`src/rtl/display_pkg.sv`:
```
// rtl/display_pkg.sv - shared types and 7-segment encodings for the display scan driver
// Segment bit order is {g,f,e,d,c,b,a}, active-high before any output inversion.
package display_pkg;

  typedef logic [6:0] seg_t;
  typedef logic [3:0] bcd_t;

  typedef enum logic {
    ST_BLANK = 1'b0,
    ST_SHOW  = 1'b1
  } slot_state_t;

  localparam seg_t SEG_0    = 7'b0111111;
  localparam seg_t SEG_1    = 7'b0000110;
  localparam seg_t SEG_2    = 7'b1011011;
  localparam seg_t SEG_3    = 7'b1001111;
  localparam seg_t SEG_4    = 7'b1100110;
  localparam seg_t SEG_5    = 7'b1101101;
  localparam seg_t SEG_6    = 7'b1111101;
  localparam seg_t SEG_7    = 7'b0000111;
  localparam seg_t SEG_8    = 7'b1111111;
  localparam seg_t SEG_9    = 7'b1101111;
  localparam seg_t SEG_DASH = 7'b1000000;
  localparam seg_t SEG_OFF  = 7'b0000000;

endpackage

```
`src/rtl/display_scan_driver_if.sv`:
```
// rtl/display_scan_driver_if.sv - digit input and display output bundle for display_scan_driver
// master = digit producer / observer, slave = the scan driver itself.
interface display_scan_driver_if #(
  parameter int NUM_DIGITS = 3
);

  logic [4*NUM_DIGITS-1:0] bcd_in;
  logic                    bcd_load;
  logic [6:0]              seg;
  logic                    dp;
  logic [NUM_DIGITS-1:0]   anode;
  logic                    frame_done;

  modport master (
    output bcd_in, bcd_load,
    input  seg, dp, anode, frame_done
  );

  modport slave (
    input  bcd_in, bcd_load,
    output seg, dp, anode, frame_done
  );

endinterface

```
`src/rtl/bcd_to_7seg.sv`:
```
// rtl/bcd_to_7seg.sv - combinational BCD to 7-segment decoder
// Non-decimal codes 10-15 render as a dash so corrupt counter values are visible.
module bcd_to_7seg
  import display_pkg::*;
(
  input  bcd_t i_bcd,
  output seg_t o_seg
);

  always_comb begin
    case (i_bcd)
      4'd0:    o_seg = SEG_0;
      4'd1:    o_seg = SEG_1;
      4'd2:    o_seg = SEG_2;
      4'd3:    o_seg = SEG_3;
      4'd4:    o_seg = SEG_4;
      4'd5:    o_seg = SEG_5;
      4'd6:    o_seg = SEG_6;
      4'd7:    o_seg = SEG_7;
      4'd8:    o_seg = SEG_8;
      4'd9:    o_seg = SEG_9;
      default: o_seg = SEG_DASH;
    endcase
  end

endmodule

```
`src/rtl/display_scan_driver.sv`:
```
// rtl/display_scan_driver.sv - double-buffered, round-robin multiplexed 7-segment scan driver
// Optional feature macro: LEADING_ZERO_BLANK_EN (blank leading zero digits above digit 0).
module display_scan_driver
  import display_pkg::*;
#(
  parameter int NUM_DIGITS     = 3,
  parameter int PRESCALE       = 50000,
  parameter int BLANK_CYCLES   = 64,
  parameter int SEG_ACTIVE_LOW = 1,
  parameter int AN_ACTIVE_LOW  = 1
) (
  input logic                  clk,
  input logic                  reset,
  display_scan_driver_if.slave bus
);

  localparam int PW = (PRESCALE > 1) ? $clog2(PRESCALE) : 1;
  localparam int IW = (NUM_DIGITS > 1) ? $clog2(NUM_DIGITS) : 1;
  localparam int DW = 4 * NUM_DIGITS;

  localparam logic [PW-1:0]         PRESC_LAST = PW'(PRESCALE - 1);
  localparam logic [PW-1:0]         BLANK_END  = PW'(BLANK_CYCLES);
  localparam logic [IW-1:0]         IDX_LAST   = IW'(NUM_DIGITS - 1);
  localparam slot_state_t           ST_RESET   = (BLANK_CYCLES > 0) ? ST_BLANK : ST_SHOW;
  localparam seg_t                  SEG_INV    = (SEG_ACTIVE_LOW != 0) ? 7'h7f : 7'h00;
  localparam logic [NUM_DIGITS-1:0] AN_INV     = (AN_ACTIVE_LOW != 0) ? '1 : '0;
  localparam logic                  DP_OFF     = (SEG_ACTIVE_LOW != 0);

  logic [PW-1:0]         r_presc;
  logic [IW-1:0]         r_idx;
  logic [DW-1:0]         r_shadow;
  logic [DW-1:0]         r_active;
  logic                  r_pending;
  slot_state_t           r_state;
  seg_t                  r_seg;
  logic                  r_dp;
  logic [NUM_DIGITS-1:0] r_anode;
  logic                  r_frame_done;

  logic                  w_tick;
  logic                  w_frame_end;
  logic [PW-1:0]         w_presc_next;
  slot_state_t           w_state_next;
  bcd_t                  w_cur_digit;
  seg_t                  w_dec;
  seg_t                  w_seg_next;
  logic [NUM_DIGITS-1:0] w_anode_next;

  always_comb begin
    w_tick       = (r_presc == PRESC_LAST);
    w_frame_end  = w_tick && (r_idx == IDX_LAST);
    w_presc_next = w_tick ? '0 : r_presc + 1'b1;
  end

  always_ff @(posedge clk) begin
    if (reset) begin
      r_presc <= '0;
      r_idx   <= '0;
    end else begin
      r_presc <= w_presc_next;
      if (w_tick) r_idx <= (r_idx == IDX_LAST) ? '0 : r_idx + 1'b1;
    end
  end

  // Active only changes at a frame boundary; a load landing on that cycle bypasses the shadow.
  always_ff @(posedge clk) begin
    if (reset) begin
      r_shadow  <= '0;
      r_active  <= '0;
      r_pending <= 1'b0;
    end else begin
      if (bus.bcd_load) r_shadow <= bus.bcd_in;
      if (w_frame_end) begin
        r_pending <= 1'b0;
        if (bus.bcd_load)   r_active <= bus.bcd_in;
        else if (r_pending) r_active <= r_shadow;
      end else if (bus.bcd_load) begin
        r_pending <= 1'b1;
      end
    end
  end

  always_comb begin
    w_cur_digit = '0;
    for (int i = 0; i < NUM_DIGITS; i++) begin
      if (r_idx == IW'(i)) w_cur_digit = r_active[4*i +: 4];
    end
  end

  bcd_to_7seg u_dec (
    .i_bcd (w_cur_digit),
    .o_seg (w_dec)
  );

`ifdef LEADING_ZERO_BLANK_EN
  logic w_upper_zero;

  always_comb begin
    w_upper_zero = 1'b1;
    for (int i = 0; i < NUM_DIGITS; i++) begin
      if ((IW'(i) >= r_idx) && (r_active[4*i +: 4] != 4'd0)) w_upper_zero = 1'b0;
    end
  end
`endif

  always_ff @(posedge clk) begin
    if (reset) r_state <= ST_RESET;
    else       r_state <= w_state_next;
  end

  // State tracks the prescaler value it will hold next, so BLANK covers exactly the slot head.
  always_comb begin
    w_state_next = (w_presc_next < BLANK_END) ? ST_BLANK : ST_SHOW;
  end

  always_comb begin
    w_anode_next = '0;
    w_seg_next   = SEG_OFF;
    if (r_state == ST_SHOW) begin
      w_anode_next = NUM_DIGITS'(1) << r_idx;
`ifdef LEADING_ZERO_BLANK_EN
      w_seg_next = ((r_idx != '0) && w_upper_zero) ? SEG_OFF : w_dec;
`else
      w_seg_next = w_dec;
`endif
    end
  end

  always_ff @(posedge clk) begin
    if (reset) begin
      r_anode      <= AN_INV;
      r_seg        <= SEG_INV;
      r_dp         <= DP_OFF;
      r_frame_done <= 1'b0;
    end else begin
      r_anode      <= w_anode_next ^ AN_INV;
      r_seg        <= w_seg_next ^ SEG_INV;
      r_dp         <= DP_OFF;
      r_frame_done <= w_frame_end;
    end
  end

  assign bus.anode      = r_anode;
  assign bus.seg        = r_seg;
  assign bus.dp         = r_dp;
  assign bus.frame_done = r_frame_done;

endmodule

```
`src/flat_wrapper.sv`:
```
// flat-port wrapper written by rule: the top's interface ports become plain ports
module display_scan_driver_flat import display_pkg::*;
#(
  parameter int NUM_DIGITS     = 3,
  parameter int PRESCALE       = 50000,
  parameter int BLANK_CYCLES   = 64,
  parameter int SEG_ACTIVE_LOW = 1,
  parameter int AN_ACTIVE_LOW  = 1
)
  (clk, reset, bus_bcd_in, bus_bcd_load, bus_seg, bus_dp, bus_anode, bus_frame_done);
  display_scan_driver_if #(.NUM_DIGITS(NUM_DIGITS)) bus_i ();
  input logic clk;
  input logic reset;
  input wire logic [$bits(bus_i.bcd_in)-1:0] bus_bcd_in;
  input wire logic [$bits(bus_i.bcd_load)-1:0] bus_bcd_load;
  output wire logic [$bits(bus_i.seg)-1:0] bus_seg;
  output wire logic [$bits(bus_i.dp)-1:0] bus_dp;
  output wire logic [$bits(bus_i.anode)-1:0] bus_anode;
  output wire logic [$bits(bus_i.frame_done)-1:0] bus_frame_done;
  assign bus_i.bcd_in = bus_bcd_in;
  assign bus_i.bcd_load = bus_bcd_load;
  assign bus_seg = bus_i.seg;
  assign bus_dp = bus_i.dp;
  assign bus_anode = bus_i.anode;
  assign bus_frame_done = bus_i.frame_done;
  display_scan_driver #(.NUM_DIGITS(NUM_DIGITS), .PRESCALE(PRESCALE), .BLANK_CYCLES(BLANK_CYCLES), .SEG_ACTIVE_LOW(SEG_ACTIVE_LOW), .AN_ACTIVE_LOW(AN_ACTIVE_LOW)) u_core (.clk(clk), .reset(reset), .bus(bus_i));
endmodule
```
`config.mk`:
```
export PLATFORM = sky130hd
export DESIGN_NAME = display_scan_driver_flat
export DESIGN_NICKNAME = d
export VERILOG_FILES = /design/src/rtl/display_pkg.sv /design/src/rtl/display_scan_driver_if.sv /design/src/rtl/bcd_to_7seg.sv /design/src/rtl/display_scan_driver.sv /design/src/flat_wrapper.sv
export SDC_FILE = /design/constraint.sdc
export NUM_CORES = 1
export LEC_CHECK = 0
export CORE_AREA = 4 4 90 92
export CTS_CLUSTER_SIZE = 14
export DETAILED_ROUTE_END_ITERATION = 8
export DIE_AREA = 0 0 94 96
export PLACE_DENSITY = 0.49
export SYNTH_ARGS = -nofsm -noshare
export SYNTH_HDL_FRONTEND = slang
export SYNTH_SLANG_ARGS = --single-unit
```
`constraint.sdc`:
```
create_clock -name clk -period 2.1 [get_ports clk]
set_clock_uncertainty 0.1 [all_clocks]
set_input_delay 0.525 -clock clk [delete_from_list [all_inputs] [get_ports clk]]
set_output_delay 0.525 -clock clk [all_outputs]
set_load 0.1 [all_outputs]
```
==> out/results.ini <==
[clock_network]
cts_tree=yes
root_buffer=clkbuf_8
clk_path_buf_depth=2
clk_pin_slew_worst_paths_ns=0.11
cts_buffers=5
cts.sinks=55
hold_buffers=0
htree_num_levels=2
clock_latency_ns=0.32

[placement]
portBuffers=25
post-place-ws_ns=0.108
place_inst=397
dp_hpwl_um=3620
gp_congestion=0.797

[grt]
antenna_found_initial=0
grt_pass1_wl_um=8300
grt_pass1_vias=1847
grt_overflow=0
grt_use_total_pct=11.6
grt_max_degree=20

[synthesis]
yosys_warnings=0
yosys-top-cells-area=dfxtp_1 (44%), mux2i_1 (8.8%), nor2_1 (5.5%)
synth-seq-cells=55
synth-edff-count=0
synth.distinct_cells=47
synthTopCellsByCount=dfxtp_1 (55), nor2_1 (37), mux2i_1 (22)
synth.top_cell.area_share_pct=43.8
async_reset_ff_share_pct=0
syn_area_per_cell_um2=9.67
yosys.area.top_type=dfxtp_1
netlist_area_um2=2510
synth_most_common_cell=dfxtp_1
syn_inst=260
ys_seq_area_share_pct=43.8
synth-main-ff-cell=dfxtp_1
synth_nets=281

[route]
post-route-drc-count=0
drt-initial-drc-count=38
vias_per_cell=4.63
drt.antenna.violating_nets=0
via_count=1883
dr.pass1.iters=4
routed_wl_um=4910
wl_per_cell_um=12.1

[worst_setup_path]
crit_start=u_core.r_presc[1]
end_kind=flip-flop
required_ns=2.18
setup.worst_path.class=reg -> reg
setup.worst_path.start_class=flip-flop
cp_max_fo=2
timing.rr.start=u_core.r_presc[1]
arrival_ns=2.06

[timing]
fin_ws_ns=0.123
finalCriticalPeriod_ns=1.98
final.setup.tns_ns=0
hold_viol_final=0
rsz0062_at_grt=false
setup_viol=0
final_max_slew_viol_count=0
max_freq_mhz=506
period_share_pct=94.1

[cells_and_area]
fin_nets=328
nFillCells=752
final_cells=407
area_growth_pct=24.8
antenna_cells=0
layout-drive-gt1-share_pct=22.4
final_util_pct=43.5

[die]
die_area_um2=9020
initial_core_util_pct=34.9
die_h_um=96
num_rows=31
die_x_um=94
io_pins=27
core_area_um2=7210

[pwr]
vdd_drop_max_mv=0.262
power.leakage_nw=1.19
power_w=0.00181
power.density_nw_per_um2=575

[hold_path]
min_path_type=reg -> reg
hp-start=u_core.r_active[2]

[status]
outcome=finished clean

[flow_run]
maxCapViolations=0

critical path, cell delays in order, from the launching register on:
cell      delay [ns]
dfxtp_1         0.36
ha_1            0.18
nand2_1         0.08
or4_4           0.53
mux2i_1         0.14
nor4bb_1        0.32
o22ai_1         0.14
metrics by stage:
step                area (um2)  hold WS, ns
finish                    3140        0.384
global route              3140        0.407
CTS                       3110        0.383
detailed placement        3020        0.366
global placement          3020        0.360
floorplan                 2510        0.329
area by class of cell:
cell class | count | area (um2) | area share (%)
clock buffers | 5 | 68.8 | 2.19
flip-flops and latches | 55 | 1100 | 35.1
inverters | 6 | 22.5 | 0.718
well taps | 99 | 124 | 3.95
clock inverters | 3 | 27.5 | 0.877
multi-input cells | 183 | 1300 | 41.5
repair buffers | 56 | 493 | 15.7
logic make-up after synthesis:
group,share of synthesized area [%]
AO/OA/AOI/OAI,7.46
adder cells (fa/ha/maj),2.98
AND/OR/NAND/NOR,23.9
buffers and inverters,4.88
other,0.149
XOR/XNOR,4.53
flip-flops,43.8
multiplexers,12.3
routing by layer:
metal | wire, um | part of all wire (%) | up-vias | global-route usage (%)
met3 | 269 | 5.5 | 5 | 3.21
met5 | 0 | 0 | - | 0
met2 | 2100 | 43 | 39 | 18.3
met4 | 69 | 1.4 | 0 | 3.97
li1 | - | - | 983 | -
met1 | 2470 | 50 | 856 | 15.2
flip-flops by register name (all words and copies together) (netlist names):
signal and flops:
u_core.r_state 1, u_core.bus.frame_done 1, u_core.r_pending 1, u_core.bus.anode 3, u_core.bus.seg 7, u_core.r_idx 2, u_core.r_presc 16, u_core.r_shadow 12
u_core.r_active 12
worst paths after layout:
kind	to	slack, ns	depth (start not counted)
setup / recovery	u_core.r_state	0.12	6
hold / removal	u_core.r_active[2]	0.38	2
setup reg to reg	u_core.r_state	0.12	6
hold reg to reg	u_core.r_active[2]	0.38	2
power by group:
part	internal [W]	total [W]	switching (W)
Sequential	0.00106	0.00107	0.00000769
Clock	0.000248	0.000621	0.000373
Combinational	0.0000630	0.000114	0.0000511
layout by cell type, fill, tap and decap left out, types with 2 or more instances in the layout:
| cell | instances |
|---|---|
| a21oi_1 | 10 |
| buf_12 | 3 |
| buf_4 | 39 |
| clkbuf_8 | 5 |
| clkdlybuf4s50_1 | 14 |
| dfxtp_1 | 55 |
| ha_1 | 6 |
| inv_1 | 6 |
| mux2_2 | 8 |
| mux2i_1 | 22 |
| nand2_1 | 11 |
| nand2b_1 | 11 |
| nand3_1 | 2 |
| nand4_1 | 5 |
| nand4_4 | 2 |
| nor2_1 | 37 |
| nor2b_1 | 10 |
| nor3_1 | 8 |
| nor4_1 | 2 |
| nor4b_4 | 2 |
| o21ai_0 | 9 |
| o22ai_1 | 2 |
| o2bb2ai_1 | 2 |
| or3_1 | 2 |
| xnor2_1 | 10 |
| xor2_1 | 3 |
what timing repair did:
item                                    in CTS  in global routing
setup buffers                                0                  2
resized for setup                            0                  3
endpoints found under the setup margin       0                  9
hold endpoints to repair                     0                  0
No activity file was read; power rests on OpenSTA's default activity.
